File: src/rtl/mvu_seq.sv
// Sequential matrix-vector unit: one external multiply per element, one y strobe per row.
// Optional accumulator saturation is enabled with the macro MVU_SEQ_SAT_EN (wraps when undefined).
module mvu_seq #(
    parameter int BW   = 8,
    parameter int ROWS = 4,
    parameter int COLS = 4,
    parameter int ACCW = 20,
    parameter int WAW  = (ROWS * COLS > 1) ? $clog2(ROWS * COLS) : 1,
    parameter int XAW  = (COLS > 1) ? $clog2(COLS) : 1,
    localparam int RW  = (ROWS > 1) ? $clog2(ROWS) : 1
) (
    input  logic            clk,
    input  logic            rst,
    input  logic            start,
    output logic            busy,
    output logic            done,
    output logic [WAW-1:0]  w_addr,
    input  logic [BW-1:0]   w_data,
    output logic [XAW-1:0]  x_addr,
    input  logic [BW-1:0]   x_data,
    output logic            mul_start,
    output logic [BW-1:0]   mul_a,
    output logic [BW-1:0]   mul_b,
    input  logic [2*BW-1:0] mul_product,
    input  logic            mul_done,
    output logic            y_valid,
    output logic [RW-1:0]   y_row,
    output logic [ACCW-1:0] y_data
);

    typedef enum logic [2:0] {
        IDLE, FETCH, LOAD, MUL, NEXT, WRITE, FIN
    } state_t;

    localparam logic [XAW-1:0] COL_LAST = XAW'(COLS - 1);
    localparam logic [RW-1:0]  ROW_LAST = RW'(ROWS - 1);

    state_t            state, next;
    logic [RW-1:0]     row;
    logic [XAW-1:0]    col;
    logic [ACCW-1:0]   acc;

    // Unsigned accumulate; a clamped accumulator stays clamped since products are never negative.
    function automatic logic [ACCW-1:0] acc_add(input logic [ACCW-1:0] a,
                                                input logic [2*BW-1:0] p);
        logic [ACCW:0] sum;
        sum = {1'b0, a} + (ACCW+1)'(p);
`ifdef MVU_SEQ_SAT_EN
        return sum[ACCW] ? {ACCW{1'b1}} : sum[ACCW-1:0];
`else
        return sum[ACCW-1:0];
`endif
    endfunction

    always_ff @(posedge clk or posedge rst) begin
        if (rst)
            state <= IDLE;
        else
            state <= next;
    end

    always_comb begin
        next      = state;
        busy      = (state != IDLE);
        done      = 1'b0;
        mul_start = 1'b0;
        y_valid   = 1'b0;
        case (state)
            IDLE:  if (start) next = FETCH;
            FETCH: next = LOAD;
            LOAD:  next = MUL;
            MUL: begin
                mul_start = 1'b1;
                if (mul_done) next = NEXT;
            end
            NEXT:  next = (col == COL_LAST) ? WRITE : FETCH;
            WRITE: begin
                y_valid = 1'b1;
                next    = (row == ROW_LAST) ? FIN : FETCH;
            end
            FIN: begin
                done = 1'b1;
                next = IDLE;
            end
            default: next = IDLE;
        endcase
    end

    // Addresses are registered on entry to FETCH so the synchronous memories return data in LOAD.
    // Row-major order means the weight address simply advances by one per element.
    always_ff @(posedge clk or posedge rst) begin
        if (rst) begin
            row    <= '0;
            col    <= '0;
            acc    <= '0;
            w_addr <= '0;
            x_addr <= '0;
            mul_a  <= '0;
            mul_b  <= '0;
            y_row  <= '0;
            y_data <= '0;
        end else begin
            case (state)
                IDLE: if (start) begin
                    row    <= '0;
                    col    <= '0;
                    acc    <= '0;
                    w_addr <= '0;
                    x_addr <= '0;
                end
                LOAD: begin
                    mul_a <= w_data;
                    mul_b <= x_data;
                end
                MUL: if (mul_done) acc <= acc_add(acc, mul_product);
                NEXT: begin
                    if (col != COL_LAST) begin
                        col    <= col + 1'b1;
                        x_addr <= col + 1'b1;
                        w_addr <= w_addr + 1'b1;
                    end else begin
                        y_row  <= row;
                        y_data <= acc;
                    end
                end
                WRITE: begin
                    acc <= '0;
                    col <= '0;
                    if (row != ROW_LAST) begin
                        row    <= row + 1'b1;
                        w_addr <= w_addr + 1'b1;
                        x_addr <= '0;
                    end
                end
                default: ;
            endcase
        end
    end

endmodule

File: config.mk
export PLATFORM = sky130hd
export DESIGN_NAME = mvu_seq
export DESIGN_NICKNAME = d
export VERILOG_FILES = /design/src/rtl/mvu_seq.sv
export SDC_FILE = /design/constraint.sdc
export NUM_CORES = 1
export LEC_CHECK = 0
export CORE_MARGIN = 2
export CORE_UTILIZATION = 45
export DETAILED_ROUTE_END_ITERATION = 6
export MAX_ROUTING_LAYER = met4
export PLACE_DENSITY = 0.71
export REMOVE_ABC_BUFFERS = 1
export SYNTH_ARGS = -nofsm -noshare
export SYNTH_HDL_FRONTEND = slang
export SYNTH_SLANG_ARGS = --single-unit
File: constraint.sdc
create_clock -name clk -period 5.2 [get_ports clk]
set_input_delay 1.04 -clock clk [delete_from_list [all_inputs] [get_ports clk]]
set_output_delay 1.04 -clock clk [all_outputs]
set_load 0.1 [all_outputs]
==> impl_metrics.csv <==
group,metric,value,unit
outcome,outcome,"complete, no violations",
timing,finalClockSkew,0.01086,ns
route,ant_nets,0,
worst_hold_path,min_path_type,"reg -> reg",
synthesis,synth_mux_area_frac,0.1224,
synthesis,synth_most_common_cell,"dfrtp_1",
route,drtIter0Drc,82,
route,vias,2733,
timing,whs,0.4811,ns
worst_setup_path,cp_slowest_stage_delay,1.15,ns
synthesis,synth_top_family_by_area,"compound AO/OA/AOI/OAI gates",
worst_setup_path,cp-end-kind,"primary output",
worst_setup_path,critPathLaunch,"state[2]",
route,dr.pass1.iters,4,
worst_hold_path,hold_depth,1,
worst_setup_path,worstReg2RegStart,"acc[0]",
floorplanning,die_area,8705,µm²
worst_setup_path,critPathBufInv,2,
power_and_ir_drop,peakVddDrop,0.0004156,V
layout,drive_gt1_frac,0.1591,
synthesis,synth_top_area_share,0.4951,
worst_setup_path,cp_top_family,"buffers and inverters",
clocking,cts-root-buf,"clkbuf_8",
synthesis,synth.cells.most_frequent,"dfrtp_1, nand2_1, mux2_2",
route,wl_per_cell,13.79,µm
placement,place.gp.congestion,0.9050,
clocking,cts_hold_buffers,0,
power_and_ir_drop,leakagePower,2.154,nW
synthesis,yosysWarnings,0,
synthesis,synthSimpleGateAreaFrac,0.1206,
synthesis,synth-xor-area-share,0.03661,
global_routing,grt_usage,0.1858,
floorplanning,die_w,93.30,µm
worst_setup_path,worstPathArrival,2.63,ns
clocking,clk_pin_slew,0.08,ns
synthesis,syn_inst,333,
worst_hold_path,min_from,"x_addr[0]",
synthesis,ys_top_cells_by_area,"dfrtp_1, mux2_2, ha_1, nand2_1, a21oi_1",
timing,worstMarginPinSlew,1.132,ns
global_routing,grt_pass1_wl,12500,µm
timing,hold_viol_final,0,
floorplanning,dieHeight,93.30,µm
worst_setup_path,cp_max_fo,12,
clocking,cts_tree,"yes",
synthesis,synth_edf_count,0,
worst_setup_path,startpoint_type,"flip-flop",
floorplanning,rows,32,
global_routing,grt_max_degree,41,
synthesis,yosysSeqAreaShare,0.4951,
floorplanning,io_pins,84,
clocking,cts_made_buffers,9,
clocking,clk_path_buf_depth,2,
synthesis,synthAdderAreaFrac,0.07183,
timing,finalCritPeriodShare,0.7050,
route,via_per_inst,5.226,
worst_setup_path,path_class,"reg -> out",
timing,setup_ws,1.534,ns
synthesis,ys_ff_latch,71,
layout,diodes,0,
worst_setup_path,cp_slowest_cell,"clkdlybuf4s50_1",
timing,tns,0,ns
route,drcViolationCount,0,
worst_setup_path,worstRegToRegCells,9,
global_routing,grt_pass1_vias,2777,
route,drt-total-wl,7214,µm
global_routing,antenna_found_initial,0,
synthesis,syn-mean-instance-area,10.78,µm²
synthesis,synth_compound_area_frac,0.1311,
floorplanning,design.core.area,7727,µm²
timing,max_slew_margin,0.2451,
worst_setup_path,crit_chain,"nor2b_1 -> nand2_1 -> inv_1 -> clkdlybuf4s50_1",
layout,final_nets,472,
global_routing,gr-total-overflow,0,
timing,fmax,272.8,MHz
clocking,clock_latency,0.34,ns
synthesis,synth_flop_cell,"dfrtp_1",
layout,n_fill_cell,654,
placement,dpl.hpwl,5183,µm
timing,rsz0062_at_grt,"no",
synthesis,netlist_area,3588,µm²
timing,slew_viol_final,0,
synthesis,yosysUniqueCellTypes,44,
timing,setup_viol,0,
clocking,cts_resized,0,
worst_setup_path,required,4.16,ns
floorplanning,start_util,0.4644,
clocking,htree_levels,3,
timing,min_period,3.666,ns
power_and_ir_drop,p_per_area,615.4,nW/µm²
clocking,post_cts_buffers,0,
job,drv_cap,0,
placement,detailedPlace.worstSlack,1.697,ns
placement,port-buffer-count,83,
synthesis,ys_async_sr_fraction,1.000,
worst_setup_path,crit_cells,4,
clocking,cts.sinks,71,
layout,syn_to_final_growth,31.52,%
synthesis,yosys.area.top_type,"dfrtp_1",
[registers in the layout (all words and copies together), names as in the netlist]
register / count
mul_b: 8
w_addr: 4
row: 2
y_data: 20
col: 2
x_addr: 2
acc: 20
state: 3
mul_a: 8
y_row: 2
[power breakdown]
part / switching [mW] / internal (mW)
logic: 1.11 / 0.507
clock network: 0.209 / 0.237
registers: 0.127 / 0.715
total: 1.44 / 1.46
[layer usage]
layer | up-vias | share of wire | GRT usage
met5 | - | 0 | -
met4 | 0 | 0.014 | 0.07230
met3 | 8 | 0.042 | 0.03546
met2 | 59 | 0.48 | 0.3022
met1 | 1320 | 0.47 | 0.2305
li1 | 1346 | - | -
[kinds of logic after synthesis]
kind of cell    after synthesis
simple gates                 92
compound gates               75
flops                        71
mux                          39
buf+inv                      21
fa+ha+maj                    20
xor+xnor                     15
[cells in the final DEF (no fill, tap or decap), types with 6 or more instances in the layout]
cell	n
dfrtp_1	71
mux2_2	39
clkdlybuf4s50_1	83
o21ai_0	20
nand2_1	45
clkbuf_8	10
nor2_1	13
ha_1	19
nand3_1	8
inv_1	6
xnor2_1	8
xor2_1	7
a21oi_1	23
[layout make-up]
class,instances,area (µm²),area share
flip-flops and latches,71,1777,0.3765
multi-input cells,241,1732,0.3669
repair buffers,86,853.3,0.1808
clock buffers,10,137.6,0.02916
well taps,102,127.6,0.02704
clock inverters,6,66.31,0.01405
inverters,7,26.28,0.005567
[final timing paths]
kind                              to  slack, ns
max reg2reg                  acc[12]       2.74
min reg2reg                x_addr[0]       0.48
max in group asynchronous    acc[12]       3.11
min in group asynchronous   mul_b[3]       1.18
min                        x_addr[0]       0.48
max                          y_valid       1.53
[through the flow]
step	utilization	power, mW	instances	cell area, µm²
detailed placement	0.5844	2.474	507	4516
CTS	0.6108	2.930	523	4720
finish	0.6108	2.904	523	4720
global route	0.6108	3.090	523	4720
floorplan	-	2.093	319	3535
global placement	0.5844	2.449	507	4516
No activity file was read; power rests on OpenSTA's default activity.
